### src/rtl/tile_map_pkg.sv
// Shared geometry, default map pattern, FSM state type and coordinate check
// for the tile map writer.
package tile_map_pkg;

    localparam int ROWS   = 5;
    localparam int COLS   = 7;
    localparam int TILE_W = 90;
    localparam int TILE_H = 90;

    // Row r of the map is element [r]; bit c of a row is column c.
    typedef logic [ROWS-1:0][COLS-1:0] tile_map_t;

    localparam tile_map_t DEFAULT_MAP = {7'b1111111, 7'b0000001, 7'b0000000,
                                         7'b0000000, 7'b0000000};

    typedef enum logic [1:0] {
        IDLE  = 2'd0,
        WRITE = 2'd1,
        SHIFT = 2'd2
    } state_t;

    function automatic logic coord_bad(input logic [2:0] row, input logic [2:0] col);
        return (row > 3'(ROWS - 1)) || (col > 3'(COLS - 1));
    endfunction

endpackage

### src/rtl/tile_map_writer_index.sv
// tile_index_calc: combinational pixel-to-tile mapping using compare chains
// against tile-edge multiples (no divider).
module tile_index_calc
    import tile_map_pkg::*;
(
    input  logic [10:0] pixelX,
    input  logic [10:0] pixelY,
    output logic [2:0]  tile_row,
    output logic [2:0]  tile_col,
    output logic        in_range
);

    // Column select from the horizontal tile edges
    always_comb begin
        tile_col = 3'd7;
        if      (pixelX < 11'(1 * TILE_W)) tile_col = 3'd0;
        else if (pixelX < 11'(2 * TILE_W)) tile_col = 3'd1;
        else if (pixelX < 11'(3 * TILE_W)) tile_col = 3'd2;
        else if (pixelX < 11'(4 * TILE_W)) tile_col = 3'd3;
        else if (pixelX < 11'(5 * TILE_W)) tile_col = 3'd4;
        else if (pixelX < 11'(6 * TILE_W)) tile_col = 3'd5;
        else if (pixelX < 11'(7 * TILE_W)) tile_col = 3'd6;
        else                               tile_col = 3'd7;
    end

    // Row select from the vertical tile edges
    always_comb begin
        tile_row = 3'd5;
        if      (pixelY < 11'(1 * TILE_H)) tile_row = 3'd0;
        else if (pixelY < 11'(2 * TILE_H)) tile_row = 3'd1;
        else if (pixelY < 11'(3 * TILE_H)) tile_row = 3'd2;
        else if (pixelY < 11'(4 * TILE_H)) tile_row = 3'd3;
        else if (pixelY < 11'(5 * TILE_H)) tile_row = 3'd4;
        else                               tile_row = 3'd5;
    end

    assign in_range = (pixelX < 11'(COLS * TILE_W)) && (pixelY < 11'(ROWS * TILE_H));

endmodule

### src/rtl/tile_map_writer.sv
// Tile map writer: 5x7 platform map (working + display copies), single-cycle
// tile writes and a registered pixel lookup. Scrolling exists only with TILE_MAP_SCROLL_EN.
module tile_map_writer
    import tile_map_pkg::*;
(
    input  logic        clk,
    input  logic        resetN,
    input  logic        wr_req,
    input  logic [2:0]  wr_row,
    input  logic [2:0]  wr_col,
    input  logic        wr_data,
    output logic        wr_ack,
    output logic        wr_err,
    input  logic        scroll_req,
    input  logic [6:0]  new_row,
    output logic        busy,
    input  logic [10:0] pixelX,
    input  logic [10:0] pixelY,
    output logic        tile_hit
);

    state_t     state_r;
    tile_map_t  work_map_r;
    tile_map_t  disp_map_r;
    logic [2:0] lat_row_r;
    logic [2:0] lat_col_r;
    logic       lat_data_r;
    logic       wr_ack_r;
    logic       wr_err_r;
    logic       busy_r;
    logic       skip_r;
    logic       tile_hit_r;
    logic [2:0] pix_row_s;
    logic [2:0] pix_col_s;
    logic       pix_in_range_s;

`ifdef TILE_MAP_SCROLL_EN
    logic [6:0] new_row_r;
    logic [2:0] shift_cnt_r;
`else
    logic       unused_scroll_s;
    assign unused_scroll_s = ^{scroll_req, new_row, work_map_r};
`endif

    tile_index_calc u_index (
        .pixelX   (pixelX),
        .pixelY   (pixelY),
        .tile_row (pix_row_s),
        .tile_col (pix_col_s),
        .in_range (pix_in_range_s)
    );

    // Control FSM together with both map copies and the handshake outputs
    always_ff @(posedge clk or negedge resetN) begin
        if (!resetN) begin
            state_r     <= IDLE;
            work_map_r  <= DEFAULT_MAP;
            disp_map_r  <= DEFAULT_MAP;
            lat_row_r   <= 3'd0;
            lat_col_r   <= 3'd0;
            lat_data_r  <= 1'b0;
            wr_ack_r    <= 1'b0;
            wr_err_r    <= 1'b0;
            busy_r      <= 1'b0;
            skip_r      <= 1'b0;
`ifdef TILE_MAP_SCROLL_EN
            new_row_r   <= 7'd0;
            shift_cnt_r <= 3'd0;
`endif
        end else begin
            case (state_r)
                IDLE: begin
                    // skip_r masks the still-held request in the cycle after an ack
                    skip_r <= 1'b0;
`ifdef TILE_MAP_SCROLL_EN
                    new_row_r   <= new_row;
                    shift_cnt_r <= 3'd0;
                    if (scroll_req) begin
                        wr_ack_r <= 1'b0;
                        wr_err_r <= 1'b0;
                        busy_r   <= 1'b1;
                        state_r  <= SHIFT;
                    end else
`endif
                    if (wr_req && !skip_r) begin
                        lat_row_r  <= wr_row;
                        lat_col_r  <= wr_col;
                        lat_data_r <= wr_data;
                        wr_ack_r   <= 1'b1;
                        wr_err_r   <= coord_bad(wr_row, wr_col);
                        busy_r     <= 1'b1;
                        state_r    <= WRITE;
                    end else begin
                        wr_ack_r <= 1'b0;
                        wr_err_r <= 1'b0;
                        busy_r   <= 1'b0;
                        state_r  <= IDLE;
                    end
                end
                WRITE: begin
                    if (!wr_err_r) begin
                        work_map_r[lat_row_r][lat_col_r] <= lat_data_r;
                        disp_map_r[lat_row_r][lat_col_r] <= lat_data_r;
                    end
                    wr_ack_r <= 1'b0;
                    wr_err_r <= 1'b0;
                    busy_r   <= 1'b0;
                    skip_r   <= 1'b1;
                    state_r  <= IDLE;
                end
`ifdef TILE_MAP_SCROLL_EN
                SHIFT: begin
                    if (shift_cnt_r == 3'd4) begin
                        work_map_r[0] <= new_row_r;
                        disp_map_r    <= {work_map_r[4:1], new_row_r};
                        shift_cnt_r   <= 3'd0;
                        busy_r        <= 1'b0;
                        state_r       <= IDLE;
                    end else begin
                        work_map_r[3'd4 - shift_cnt_r] <= work_map_r[3'd3 - shift_cnt_r];
                        shift_cnt_r <= shift_cnt_r + 3'd1;
                        busy_r      <= 1'b1;
                        state_r     <= SHIFT;
                    end
                end
`endif
                default: begin
                    wr_ack_r <= 1'b0;
                    wr_err_r <= 1'b0;
                    busy_r   <= 1'b0;
                    state_r  <= IDLE;
                end
            endcase
        end
    end

    // Pixel lookup against the display copy, one cycle behind pixelX/pixelY
    always_ff @(posedge clk or negedge resetN) begin
        if (!resetN) begin
            tile_hit_r <= 1'b0;
        end else begin
            tile_hit_r <= pix_in_range_s ? disp_map_r[pix_row_s][pix_col_s] : 1'b0;
        end
    end

    assign wr_ack   = wr_ack_r;
    assign wr_err   = wr_err_r;
    assign busy     = busy_r;
    assign tile_hit = tile_hit_r;

endmodule

### config.mk
export PLATFORM = sky130hd
export DESIGN_NAME = tile_map_writer
export DESIGN_NICKNAME = d
export VERILOG_FILES = /design/src/rtl/tile_map_pkg.sv /design/src/rtl/tile_map_writer_index.sv /design/src/rtl/tile_map_writer.sv
export SDC_FILE = /design/constraint.sdc
export NUM_CORES = 1
export LEC_CHECK = 0
export ABC_CLOCK_PERIOD_IN_PS = 4100
export CORE_UTILIZATION = 35
export CTS_CLUSTER_DIAMETER = 60
export CTS_CLUSTER_SIZE = 28
export DETAILED_ROUTE_END_ITERATION = 8
export SLEW_MARGIN = 20
export SYNTH_ARGS = -nofsm -noshare
export SYNTH_HDL_FRONTEND = slang
export SYNTH_SLANG_ARGS = --single-unit
### constraint.sdc
create_clock -name clk -period 4.1 [get_ports clk]
set_input_delay 0.82 -clock clk [delete_from_list [all_inputs] [get_ports clk]]
set_output_delay 0.82 -clock clk [all_outputs]
set_load 0.1 [all_outputs]
== Yosys cells after proc, flatten, opt, wreduce, memory -nomap -nowiden ==
Cells that the tools add are included.
W data, S select, Z words.

* Bits in registers: 48
* Input bits: 40
* Output and inout port bits: 4
* Word-level logic and storage cells: 74

* Magnitude comparators: 20
* Eq/ne operators: 1
* Multiplexer cells: 29
* Bitwise gates (word level): 1
* Reduce and logical (&&, ||, !) cells: 10

{| class="wikitable"
|+ Operator list
! cell !! number
|-
| $lt A11 B9 Y1 const B || 6
|-
| $bwmux W35 || 1
|-
| $mux W3 || 10
|-
| $lt A11 B10 Y1 const B || 2
|-
| $lt A11 B7 Y1 const B || 2
|-
| $lt A11 B8 Y1 const B || 2
|-
| $bmux W7 S3 || 1
|-
| $demux W7 S3 || 1
|-
| $lt A3 B4 Y1 const B || 4
|-
| $mux W7 || 2
|-
| $mux W1 || 10
|-
| $ge A3 B1 Y1 const B || 2
|-
| $gt A3 B3 Y1 const B || 2
|-
| $logic_and A1 B1 Y1 || 4
|-
| $reduce_and A2 Y1 || 2
|-
| $bmux W1 S3 || 1
|-
| $demux W1 S3 || 1
|-
| $eq A2 B1 Y1 const B || 1
|-
| $logic_not A2 Y1 || 1
|-
| $mux W2 || 1
|-
| $pmux W1 S2 || 1
|-
| $reduce_bool A2 Y1 || 1
|-
| $logic_not A1 Y1 || 1
|-
| $logic_or A1 B1 Y1 || 1
|-
| $not A1 Y1 || 1
|}

== Logic depth before layout (Yosys ltp) ==
Gate-level depths: netlist of run 1.

* Depth after elaboration: 11
* Gate-level depth with buffers: 10
* Mapped depth without buffers: 7

== By module ==
A second synthesis of run 1 with hierarchy kept.

* Cell total of the unflattened synthesis: 259
* Area, all modules: 2730.1 um^2

{| class="wikitable"
|+ By module, submodules not included
! module !! times used !! cells an instance !! area each (um^2) !! seq. area each (um^2)
|-
| tile_map_writer || 1 || 210 || 2413.6 || 1161.1
|-
| tile_index_calc || 1 || 49 || 316.6 || 0.0
|}

== Worst setup path after synthesis of run 1 ==
OpenSTA, ideal clock, no wires.

* Path type: input port to flip-flop
* Start point: in pixelY[7]
* End point: reg tile_hit_r (netlist: tile_hit)
* Arrival time: 2564 ps
* Data required time: 3976 ps
* Setup slack: 1412 ps
* Stages: 8
* Cells stage by stage: buf_6 > nand2b_1 > a211oi_2 > o31a_4 > mux4_2 > a21oi_2 > nor3_1 > a211o_1

* Cells in the longest elaborated chain, start to end: 11

{| class="wikitable"
|+ RTL lines
! what !! RTL line !! RTL
|-
| from (decl) || tile_map_writer.sv:18 || <nowiki>input logic [10:0] pixelY,</nowiki>
|-
| $lt A11 B9 Y1 || tile_map_writer_index.sv:33, tile_map_writer_index.sv:37 ||
|-
| $mux W1 || tile_map_writer_index.sv:33 || <nowiki>else if (pixelY < 11'(5 * TILE_H)) tile_row = 3'd4;</nowiki>
|-
| $mux W3 || tile_map_writer_index.sv:32 || <nowiki>else if (pixelY < 11'(4 * TILE_H)) tile_row = 3'd3;</nowiki>
|-
| $mux W3 || tile_map_writer_index.sv:31 || <nowiki>else if (pixelY < 11'(3 * TILE_H)) tile_row = 3'd2;</nowiki>
|-
| $mux W3 || tile_map_writer_index.sv:30 || <nowiki>else if (pixelY < 11'(2 * TILE_H)) tile_row = 3'd1;</nowiki>
|-
| $mux W3 || tile_map_writer_index.sv:29 || <nowiki>if (pixelY < 11'(1 * TILE_H)) tile_row = 3'd0;</nowiki>
|-
| $bmux W7 S3 || tile_map_writer.sv:142 || <nowiki>tile_hit_r <= pix_in_range_s ? disp_map_r[pix_row_s][pix_col_s] : 1'b0;</nowiki>
|-
| $mux W7 (implied by the code) || tile_map_writer.sv:142 ||
|-
| $bmux W1 S3 || tile_map_writer.sv:142 ||
|-
| $mux W1 (implied by the code) || tile_map_writer.sv:142 ||
|-
| $mux W1 (*) || tile_map_writer.sv:142 ||
|-
| to (signal assigned) || tile_map_writer.sv:142 ||
|-
| to (decl) || tile_map_writer.sv:32 || <nowiki>logic tile_hit_r;</nowiki>
|}

Mark *: on every way between the ends. The rest lies on a longest branch, timed or not. The select of a mux whose other input is x is not followed.
A chain may end at the register's enable or synchronous reset.

== Worst setup path in the final report of run 1 ==
* Start point: in pixelY[6]
* End point: reg tile_hit_r (netlist: tile_hit)

Same word-level chain as after synthesis.

==> out/metrics.sh, run 1 <==
FINAL.PERIOD_UTILIZATION=0.805
SYNTH-ADDER-AREA-SHARE=0
CP.DEPTH=8
ANTENNA_CELLS_INSERTED=0
GRT_ANTENNA_BEFORE_REPAIR=0
SYNTH_ASYNC_SR_FLOP_SHARE=1.00
LAYOUT_COMMONEST_CELL='sky130_fd_sc_hd__mux2_2'
POSTCTSRESIZEDCELLS=0
POST_SYN_NETS=323
CRITICAL_PATH_REQUIRED_NS=4.29
CTS_HOLD_REPAIR.BUFFERS=0
MAX-CAP-VIOLATIONS=0
START_UTIL=0.367
PERIOD_NEEDED_NS=3.30
GLOBALPLACE.CONGESTION=0.754
SYNTH_TOP_FAMILY_BY_AREA='multiplexers'
YOSYS.AREA_SHARE.SIMPLE=0.185
FINAL_NET_COUNT=352
TOTALWIRELENGTH_UM=6410
NUMBER_OF_DRC_MARKERS_AFTER_THE_INITIAL_DETAILED_ROUTE_ITERATION=89
POST_SYNTH_INSTANCE_AREA_UM2=2860
CRIT_PATH_START_KIND='primary input'
CRITICAL_PATH.MAX_STAGE_DELAY_NS=0.69
SYNTH.MUX.AREA_FRACTION=0.190
SEQ_AREA_FRAC_SYNTH=0.405
CLKTRANSATPATHREGS_NS=0.08
DETAILEDROUTE.FIRSTPASSITERATIONCOUNT=4
SETUP_TOTAL_NEGATIVE_SLACK_NS=0
CTS_MAX_LEVEL=2
HOLD_VIOLATIONS=0
WORST_PATH_DOMINANT_CELL_FAMILY='compound AO/OA/AOI/OAI gates'
CLOCK-SKEW-FINAL_NS=0.0115
CORE_UM2=7810
SYNTH_TOP_FLOP_CELL='sky130_fd_sc_hd__dfrtp_1'
REPORT.FINAL.SLEW_VIOL_COUNT=0
TIGHTEST_SLEW_NS=1.04
TRITONCTS_NUM_SINKS=46
TIMING.CRITICAL_PATH.CELLS='clkdlybuf4s50_1 > nand4b_1 > o211ai_1 > o31a_4 > mux4_2 > a21oi_2 > nor3_1 > a211o_1'
STATUS='finished clean'
CRITPATHCAPTURETYPE='flip-flop'
GROUTE.USAGE.OVERALL=0.158
POSTROUTEANTENNANETS=0
ROUTE.DETAILED.VIAS_PER_INST=5.38
DRC=0
YS_TYPES=52
DIE_Y_UM=92.5
GRT_SETUP_UNREPAIRED='no'
FIRST_PASS_GRT_WIRE_LENGTH_UM=10800
DIE_WIDTH_UM=92.5
WORSTPATHMAXFANOUT=15
TIMING.REG2REG.SETUP_SLACK_NS=2.06
WORST-PATH-BUF-INV=1
WHS_NS=0.426
PRECTSSETUPSLACK_NS=0.526
GRT_MAX_DEGREE=47
WORSTSETUPPATHTYPE='in -> reg'
WORST_SLACK_NS=0.798
TIMING.FMAX_MHz=303
IR_WORST_VDD_mV=0.237
CTS.REPAIR_TIMING.SETUP_BUFFER_COUNT=0
HOLD_PATH_CLASS='reg -> reg'
WORST_SKEW_PAIR.LATE_LATENCY_NS=0.30
SLEW-LIMIT-HEADROOM=0.306
FINAL_LAYOUT_SIZE_SUFFIX_GT1_FRAC=0.227
POST_SYNTH_INST_COUNT=283
CTS-ROOT-TO-SINK-BUFFERS=2
ROOT_BUFFER='sky130_fd_sc_hd__clkbuf_8'
POWER.STATIC_LEAKAGE_nW=1.34
BUFFER_PORTS.INSERTED=33
FINALSETUPVIOLCOUNT=0
MOSTFREQUENTLAYOUTCELLS='sky130_fd_sc_hd__mux2_2, sky130_fd_sc_hd__dfrtp_1, sky130_fd_sc_hd__nand2_1, sky130_fd_sc_hd__clkdlybuf4s50_1, sky130_fd_sc_hd__nor2_1'
WHS_PATH_DEPTH=1
DP_HPWL_UM=4780
NUM_VIAS=2232
SYNTH_XOR_AREA_FRAC=0
PLACEMENTROWS=32
PWR_DENSITY_CELL_nW_PER_UM2=403
CTS_TREE='done'
FILLERS=771
CRIT_SLOWEST_CELL='sky130_fd_sc_hd__clkdlybuf4s50_1'
TIMING.REG2REG.WORST_PATH_DEPTH=4
SYNTH_ENABLE_FLOP_CELLS=0
COMPOUND_GATE_FRACTION_OF_SYNTH_AREA=0.178
POST_DRT_WL_PER_CELL_UM=15.4
GLOBAL_ROUTE_OVERFLOW=0
CTS_BUFFERS=5
AREA_GROWTH_PCT=16.9
IOPINCOUNT=44
DIEAREA_UM2=8550
GRT_PASS1_VIAS=2168
TIMING.CRITICAL_PATH.ARRIVAL_NS=3.49
YS_FF_LATCH=46
POST_SYNTH.CELL_AREA_AVG_UM2=10.1
YS_WARN_COUNT=0
[synth_stat cells, types with 3 or more instances]
| cell type | instances | area [µm²] |
|---|---|---|
| sky130_fd_sc_hd__clkbuf_1 | 6 | 22.5 |
| sky130_fd_sc_hd__o21ai_0 | 12 | 60.1 |
| sky130_fd_sc_hd__a311oi_1 | 4 | 35.0 |
| sky130_fd_sc_hd__a21boi_0 | 3 | 22.5 |
| sky130_fd_sc_hd__mux2i_1 | 7 | 70.1 |
| sky130_fd_sc_hd__o211a_1 | 6 | 60.1 |
| sky130_fd_sc_hd__a21oi_1 | 6 | 30.0 |
| sky130_fd_sc_hd__buf_6 | 5 | 56.3 |
| sky130_fd_sc_hd__nand3_1 | 4 | 20.0 |
| sky130_fd_sc_hd__dfstp_2 | 8 | 210 |
| sky130_fd_sc_hd__dfrtp_1 | 38 | 951 |
| sky130_fd_sc_hd__o211ai_1 | 10 | 75.1 |
| sky130_fd_sc_hd__inv_1 | 9 | 33.8 |
| sky130_fd_sc_hd__mux2_2 | 40 | 450 |
| sky130_fd_sc_hd__nand2_1 | 32 | 120 |
| sky130_fd_sc_hd__nor2_1 | 29 | 109 |
| sky130_fd_sc_hd__o311ai_0 | 6 | 52.6 |
| sky130_fd_sc_hd__nand3b_1 | 6 | 45.0 |
| sky130_fd_sc_hd__nor3_1 | 6 | 30.0 |
| sky130_fd_sc_hd__nor3b_1 | 5 | 37.5 |
[worst paths after layout]
check	startpoint	endpoint
min	skip_r	state_r[0]
max in group asynchronous	resetN	disp_map_r[15]
min in group asynchronous	resetN	skip_r
max	pixelY[6]	tile_hit
min reg2reg	skip_r	state_r[0]
max reg2reg	state_r[0]	disp_map_r[4]
[layer usage]
layer / wire, µm / vias to the layer above / global-route usage
met2: 2860 / 39 / 0.256
met5: 0 / - / 0
met1: 3220 / 1070 / 0.219
li1: - / 1118 / -
met4: 68 / 0 / 0.0391
met3: 268 / 5 / 0.0279
[cell type report]
cell class	count	area (µm²)	area share
clock buffer	7	76.3	0.0228
clock inverter	1	30.0	0.00897
inverter	9	33.8	0.0101
multi-input combinational	216	1580	0.473
sequential	46	1160	0.347
tap	102	128	0.0381
timing repair buffer	34	335	0.100
[logic make-up (layout without fill, tap and decap cells)]
group / Yosys count / count (layout)
muxes: 48 / 48
buffers and inverters: 21 / 51
AOI/OAI and AO/OA: 65 / 65
and+or+nand+nor: 103 / 103
DFF: 46 / 46
[power by group]
| part | switching (mW) | internal [mW] |
|---|---|---|
| Sequential | 0.100 | 0.581 |
| Clock | 0.145 | 0.182 |
| Combinational | 0.164 | 0.176 |
| Total | 0.409 | 0.940 |
[worst register-to-register path: stages (launching register included)]
cell and delay, ns:
sky130_fd_sc_hd__dfrtp_1 0.42, sky130_fd_sc_hd__or3b_2 0.51, sky130_fd_sc_hd__nor3b_1 0.55, sky130_fd_sc_hd__nand2_1 0.14
sky130_fd_sc_hd__mux2_2 0.30
[per-stage QoR]
step                 util  total power, mW  instances  instance area, µm²
floorplan               -            0.910        283                2860
global placement    0.415             1.02        407                3240
detailed placement  0.415             1.03        407                3240
finish              0.429             1.35        415                3350
global route        0.429             1.43        415                3350
CTS                 0.428             1.36        415                3340
[registers in the layout, indices dropped and copies added, names as in the netlist]
signal and flops:
wr_err 1, skip_r 1, disp_map_r 35, lat_data_r 1, tile_hit 1, lat_row_r 3
lat_col_r 3, state_r 1
No activity file was read; power rests on OpenSTA's default activity.
==> inputs of run 2 (changes only) <==
ABC_CLOCK_PERIOD_IN_PS = 3100   (was 4100)
clock period = 3.1 ns   (was 4.1 ns; I/O delays follow)
==> run 2 against run 1 <==
  * Final cell count is 3.1% higher
  * Setup slack got worse by 0.47 ns
  * First-iteration DRC count rose by 6.7%
  * Flip-flop and latch count did not move
  * Register-to-register slack got worse by 1.1 ns
  * Cell area rose by 2.3%
  * Via count is 4.9% higher
  * Core utilization up 0.98 points
  * Critical endpoint unchanged
  * Critical path depth rose by 1
  * Clock skew fell by 0.0024 ns
  * Total power increased by 29%
  * Highest routed layer unchanged
==> out/metrics.sh, run 2 (same netlist as run 1, synthesis figures left out) <==
BUFFER_PORTS.INSERTED=33  # unchanged
WORST_SLACK_NS=0.332  # -0.466 ns
IR_WORST_VDD_mV=0.356  # +50%
CLKTRANSATPATHREGS_NS=0.09  # about the same
WORSTPATHMAXFANOUT=7  # -8
GLOBAL_ROUTE_OVERFLOW=0  # unchanged
IOPINCOUNT=44  # unchanged
DRC=0  # unchanged
FILLERS=777  # +0.78%
CTS-ROOT-TO-SINK-BUFFERS=2  # unchanged
TIMING.REG2REG.WORST_PATH_DEPTH=4  # unchanged
CTS.REPAIR_TIMING.SETUP_BUFFER_COUNT=0  # unchanged
RR_ENDPOINT='disp_map_r[9]'
WORST-PATH-BUF-INV=2  # +1
STATUS='finished clean'
GRT_SETUP_UNREPAIRED='no'
WORSTSETUPPATHTYPE='in -> reg'
CRIT_PATH_START_KIND='primary input'
LARGEST_REGISTER_FFS=35  # unchanged
DIE_WIDTH_UM=92.5  # unchanged
POST_DRT_WL_PER_CELL_UM=15.8  # +2.1%
DIEAREA_UM2=8550  # unchanged
MOSTFREQUENTLAYOUTCELLS='sky130_fd_sc_hd__mux2_2, sky130_fd_sc_hd__dfrtp_1, sky130_fd_sc_hd__nand2_1'
PRECTSSETUPSLACK_NS=0.0183  # -0.507 ns
CTS_HOLD_REPAIR.BUFFERS=0  # unchanged
TRITONCTS_NUM_SINKS=46  # unchanged
CTS_BUFFERS=5  # unchanged
WHS_NS=0.320  # -0.107 ns
POSTROUTEANTENNANETS=0  # unchanged
SLEW-LIMIT-HEADROOM=0.301  # -0.00555
GLOBALPLACE.CONGESTION=0.785  # +4.2%
DP_HPWL_UM=5000  # +4.4%
FINAL_NET_COUNT=365  # +3.7%
HOLD_PATH_CLASS='in -> async'
PLACEMENTROWS=32  # unchanged
WORSTSETUPENDPOINT='tile_hit'
MAX_FLOP_REGISTER='disp_map_r'
FINAL_UTIL=0.438  # +0.00978
NUM_VIAS=2342  # +4.9%
HOLD_VIOLATIONS=0  # unchanged
LAYOUT_COMMONEST_CELL='sky130_fd_sc_hd__mux2_2'
CTS_TREE='done'
CRIT_SLOWEST_CELL='sky130_fd_sc_hd__clkdlybuf4s50_1'
GRT_ANTENNA_BEFORE_REPAIR=0  # unchanged
REPORT.FINAL.SLEW_VIOL_COUNT=0  # unchanged
FIRST_PASS_GRT_WIRE_LENGTH_UM=11400  # +5.5%
CORE_UM2=7810  # unchanged
AREA_GROWTH_PCT=19.5
GRT_PASS1_VIAS=2389  # +10%
FINAL_LAYOUT_SIZE_SUFFIX_GT1_FRAC=0.276  # +0.0492
POWER.STATIC_LEAKAGE_nW=1.41  # +4.7%
TOTALWIRELENGTH_UM=6750  # +5.3%
BIGGEST_REGS='disp_map_r: 35 flops, lat_col_r: 3 flops, lat_row_r: 3 flops'
TIMING.CRITICAL_PATH.ARRIVAL_NS=2.95  # -0.54 ns
DETAILEDROUTE.FIRSTPASSITERATIONCOUNT=4  # unchanged
MAX-CAP-VIOLATIONS=0  # unchanged
PERIOD_NEEDED_NS=2.77
ROOT_BUFFER='sky130_fd_sc_hd__clkbuf_8'
ANTENNA_CELLS_INSERTED=0  # unchanged
WORST_SKEW_PAIR.LATE_LATENCY_NS=0.30  # about the same
GROUTE.USAGE.OVERALL=0.167  # +0.00849
CRITPATHCAPTURETYPE='flip-flop'
TIMING.CRITICAL_PATH.FROM='pixelY[8]'
SETUP_TOTAL_NEGATIVE_SLACK_NS=0  # unchanged
DIE_Y_UM=92.5  # unchanged
POSTCTSRESIZEDCELLS=0  # unchanged
CLOCK-SKEW-FINAL_NS=0.00910  # -0.00243 ns
GRT_MAX_DEGREE=47  # unchanged
CRITICAL_PATH.MAX_STAGE_DELAY_NS=0.55  # -0.14 ns
CP.DEPTH=9  # +1
NUMBER_OF_DRC_MARKERS_AFTER_THE_INITIAL_DETAILED_ROUTE_ITERATION=95  # +6.7%
FINALSETUPVIOLCOUNT=0  # unchanged
CRITICAL_PATH_REQUIRED_NS=3.28  # -1.01 ns
R2R-START='state_r[0]'
TIMING.FMAX_MHz=361
TIMING.REG2REG.SETUP_SLACK_NS=0.96  # -1.10 ns
TIGHTEST_SLEW_NS=1.05  # +0.00832 ns
ROUTE.DETAILED.VIAS_PER_INST=5.47  # +1.7%
FINAL.PERIOD_UTILIZATION=0.893
WORST_PATH_DOMINANT_CELL_FAMILY='compound AO/OA/AOI/OAI gates'
TIMING.CRITICAL_PATH.CELLS='clkdlybuf4s50_1 > a311oi_2 > a31oi_2 > buf_4 > o311ai_0 > o211ai_1 > a311oi_1 > nor4_1 > a211o_1'
START_UTIL=0.367  # unchanged
CTS_MAX_LEVEL=2  # unchanged
PWR_DENSITY_CELL_nW_PER_UM2=510  # +27%
==> run 2: cell types whose count changed in the layout (fill, tap and decap cells not counted) <==
| cell | delta |
|---|---|
| sky130_fd_sc_hd__clkinv_2 | +1 |
| sky130_fd_sc_hd__clkdlybuf4s50_1 | -4 |
| sky130_fd_sc_hd__buf_4 | +17 |
| sky130_fd_sc_hd__clkinvlp_4 | +1 |
| sky130_fd_sc_hd__bufinv_16 | -1 |
| sky130_fd_sc_hd__clkbuf_1 | -2 |
| sky130_fd_sc_hd__clkbuf_8 | +1 |
==> run 2: stage by stage <==
step | power, mW | cell area [µm²] | instances
final | 1.75 | 3420 | 428
after CTS | 1.76 | 3420 | 428
after floorplan | 1.20 | 2860 | 283
after global placement | 1.36 | 3330 | 420
after detailed placement | 1.38 | 3330 | 420
after global routing | 1.86 | 3420 | 428
==> run 2: worst min-delay path by stage <==
stage / from / endpoint / slack (ns) / cells past startpoint
finish: resetN / wr_err / 0.32 / 1
floorplan: resetN / disp_map_r[0] / 0.32 / 0
global route: resetN / lat_col_r[2] / 0.36 / 1
global placement: state_r[0] / skip_r / 0.46 / 0
detailed placement: state_r[0] / skip_r / 0.47 / 0
CTS: state_r[0] / skip_r / 0.49 / 0
==> run 2: layer usage <==
layer | wire (µm) | vias up | GRT usage
li1 | - | 1141 | -
met1 | 3270 | 1129 | 0.222
met2 | 3090 | 62 | 0.277
met3 | 288 | 10 | 0.0246
met4 | 104 | 0 | 0.0560
met5 | 0 | - | 0
==> run 2: final cells by class <==
type | instances | area, µm² | share of cell area
multi-input combinational | 216 | 1580 | 0.462
timing repair buffer | 47 | 423 | 0.124
inverter | 9 | 33.8 | 0.00987
clock buffer | 6 | 82.6 | 0.0241
tap | 102 | 128 | 0.0373
clock inverter | 2 | 12.5 | 0.00365
sequential | 46 | 1160 | 0.339
==> run 2: where the power goes <==
part	internal (mW)	switching, mW	leakage, nW
clock network	0.179	0.200	0.0472
logic	0.242	0.225	0.773
registers	0.768	0.132	0.586
==> inputs of run 3 (changes only) <==
SLEW_MARGIN = 0   (was 20)
==> run 3 against run 2 <==
  * Sequential power hardly changed
  * Combinational power about the same
  * Fmax stayed put
  * Flip-flop and latch count unchanged
  * Critical endpoint unchanged
  * Core utilization hardly changed
  * Clock power about the same
  * First-iteration DRC count unchanged
  * Non-clock buffer count did not move
  * Hold slack better by 0.16 ns
  * Routed wire length about the same
  * Critical path type unchanged
==> out/metrics.sh, run 3 (same netlist as run 1, synthesis figures left out) <==
STATUS='finished clean'
CTS-ROOT-TO-SINK-BUFFERS=2  # unchanged
LARGEST_REGISTER_FFS=35  # unchanged
DETAILEDROUTE.FIRSTPASSITERATIONCOUNT=4  # unchanged
CTS_TREE='done'
GRT_ANTENNA_BEFORE_REPAIR=0  # unchanged
CTS_HOLD_REPAIR.BUFFERS=0  # unchanged
TOTAL_POWER_DRAW_mW=1.74  # about the same
CRITICAL_PATH.MAX_STAGE_DELAY_NS=0.55  # about the same
CRITICAL_PATH_REQUIRED_NS=3.28  # about the same
REPORT.FINAL.SLEW_VIOL_COUNT=0  # unchanged
FINAL_LAYOUT_SIZE_SUFFIX_GT1_FRAC=0.276  # unchanged
GRT_SETUP_UNREPAIRED='no'
FINALSETUPVIOLCOUNT=0  # unchanged
WORSTPATHMAXFANOUT=7  # unchanged
GROUTE.USAGE.OVERALL=0.167  # unchanged
GRT_MAX_DEGREE=47  # unchanged
AREA_GROWTH_PCT=19.4  # about the same
LAYOUT_COMMONEST_CELL='sky130_fd_sc_hd__mux2_2'
MAX-CAP-VIOLATIONS=0  # unchanged
DIE_Y_UM=92.5  # unchanged
CRITPATHCAPTURETYPE='flip-flop'
WORST-PATH-BUF-INV=2  # unchanged
WORST_PATH_DOMINANT_CELL_FAMILY='compound AO/OA/AOI/OAI gates'
CRIT_SLOWEST_CELL='sky130_fd_sc_hd__clkdlybuf4s50_1'
FIRST_PASS_GRT_WIRE_LENGTH_UM=11400  # unchanged
NUM_VIAS=2335  # -0.30%
GRT_PASS1_VIAS=2389  # unchanged
HOLD_VIOLATIONS=0  # unchanged
GLOBAL_ROUTE_OVERFLOW=0  # unchanged
PLACEMENTROWS=32  # unchanged
IR_WORST_VDD_mV=0.356  # about the same
POWER.STATIC_LEAKAGE_nW=1.41  # about the same
MULTI_INPUT_AREA_UM2=1580  # unchanged
POSTROUTEANTENNANETS=0  # unchanged
POST_DRT_WL_PER_CELL_UM=15.8  # about the same
TIMING.CRITICAL_PATH.ARRIVAL_NS=2.95  # about the same
WORST_SLACK_NS=0.332  # unchanged
MAX_FLOP_REGISTER='disp_map_r'
SLEW-LIMIT-HEADROOM=0.301  # unchanged
DP_HPWL_UM=5000  # unchanged
CLOCK-SKEW-FINAL_NS=0.00910  # unchanged
MOSTFREQUENTLAYOUTCELLS='sky130_fd_sc_hd__mux2_2, sky130_fd_sc_hd__dfrtp_1, sky130_fd_sc_hd__nand2_1'
BIGGEST_REGS='disp_map_r: 35 flops, lat_col_r: 3 flops, lat_row_r: 3 flops'
CORE_UM2=7810  # unchanged
TIMING.FMAX_MHz=361  # unchanged
AREA_TAKEN_BY_FLIP_FLOPS_AND_LATCHES_UM2=1160  # unchanged
DIE_WIDTH_UM=92.5  # unchanged
CRIT_PATH_START_KIND='primary input'
POSTCTSRESIZEDCELLS=0  # unchanged
WORST_SKEW_PAIR.LATE_LATENCY_NS=0.30  # about the same
ROUTE.DETAILED.VIAS_PER_INST=5.46  # -0.30%
FILLERS=778  # +0.13%
HOLD_PATH_CLASS='reg -> reg'
TIGHTEST_SLEW_NS=1.05  # unchanged
DIEAREA_UM2=8550  # unchanged
IOPINCOUNT=44  # unchanged
NUMBER_OF_DRC_MARKERS_AFTER_THE_INITIAL_DETAILED_ROUTE_ITERATION=95  # unchanged
CTS_MAX_LEVEL=2  # unchanged
TRITONCTS_NUM_SINKS=46  # unchanged
PRECTSSETUPSLACK_NS=0.0183  # unchanged
START_UTIL=0.367  # unchanged
ROOT_BUFFER='sky130_fd_sc_hd__clkbuf_8'
ANTENNA_CELLS_INSERTED=0  # unchanged
PWR_DENSITY_CELL_nW_PER_UM2=510  # about the same
CLKTRANSATPATHREGS_NS=0.08  # about the same
TIMING.CRITICAL_PATH.CELLS='clkdlybuf4s50_1 > a311oi_2 > a31oi_2 > buf_4 > o311ai_0 > o211ai_1 > a311oi_1 > nor4_1 > a211o_1'
FINAL_NET_COUNT=365  # unchanged
GLOBALPLACE.CONGESTION=0.785  # unchanged
TOTALWIRELENGTH_UM=6750  # about the same
DRC=0  # unchanged
SETUP_TOTAL_NEGATIVE_SLACK_NS=0  # unchanged
CTS_BUFFERS=5  # unchanged
FINAL.PERIOD_UTILIZATION=0.893  # unchanged
CTS.REPAIR_TIMING.SETUP_BUFFER_COUNT=0  # unchanged
WORSTSETUPPATHTYPE='in -> reg'
BUFFER_PORTS.INSERTED=33  # unchanged
PERIOD_NEEDED_NS=2.77  # unchanged
-- run 3: cell counts in the layout (fill, tap and decap cells not counted) --
Identical to the previous run, type by type.
-- run 3: path summary, 6_finish.rpt --
path	start	to	slack, ns	cells past startpoint
setup / recovery	pixelY[8]	tile_hit	0.33	9
hold / removal	state_r[0]	skip_r	0.48	0
setup reg to reg	state_r[0]	disp_map_r[9]	0.96	4
hold reg to reg	state_r[0]	skip_r	0.48	0
max in group asynchronous	resetN	disp_map_r[27]	1.97	1
min in group asynchronous	resetN	wr_err	0.50	1
-- run 3: routing by layer --
| metal | GRT usage | vias up | routed length, µm |
|---|---|---|---|
| li1 | - | 1141 | - |
| met1 | 0.222 | 1125 | 3270 |
| met2 | 0.277 | 59 | 3090 |
| met3 | 0.0246 | 10 | 286 |
| met4 | 0.0560 | 0 | 104 |
| met5 | 0 | - | 0 |
-- run 3: per-stage QoR --
step | cell area (µm²) | std cells | util | hold slack (ns)
after floorplan | 2860 | 283 | - | 0.324
after global placement | 3330 | 420 | 0.426 | 0.461
after detailed placement | 3330 | 420 | 0.426 | 0.467
after CTS | 3420 | 428 | 0.438 | 0.485
after global routing | 3420 | 428 | 0.438 | 0.509
final | 3420 | 428 | 0.438 | 0.481
-- run 3: worst reg2reg max path, stage by stage, from the launching register on --
cell and delay (ns):
sky130_fd_sc_hd__dfrtp_1 0.42, sky130_fd_sc_hd__or3b_2 0.51, sky130_fd_sc_hd__nor3b_1 0.67, sky130_fd_sc_hd__nand2_1 0.12, sky130_fd_sc_hd__mux2_2 0.30
-- run 3: area by class of cell --
cell class	instances	share of cell area
Multi-Input combinational cell	216	0.463
Sequential cell	46	0.339
Tap cell	102	0.0373
Timing Repair Buffer	47	0.123
Inverter	9	0.00988
Clock inverter	2	0.00366
Clock buffer	6	0.0241
-- run 3: power by group --
group	total [mW]	leakage, nW	switching (mW)	internal (mW)
clock	0.379	0.0472	0.200	0.179
combinational	0.466	0.772	0.225	0.242
sequential	0.900	0.586	0.132	0.768
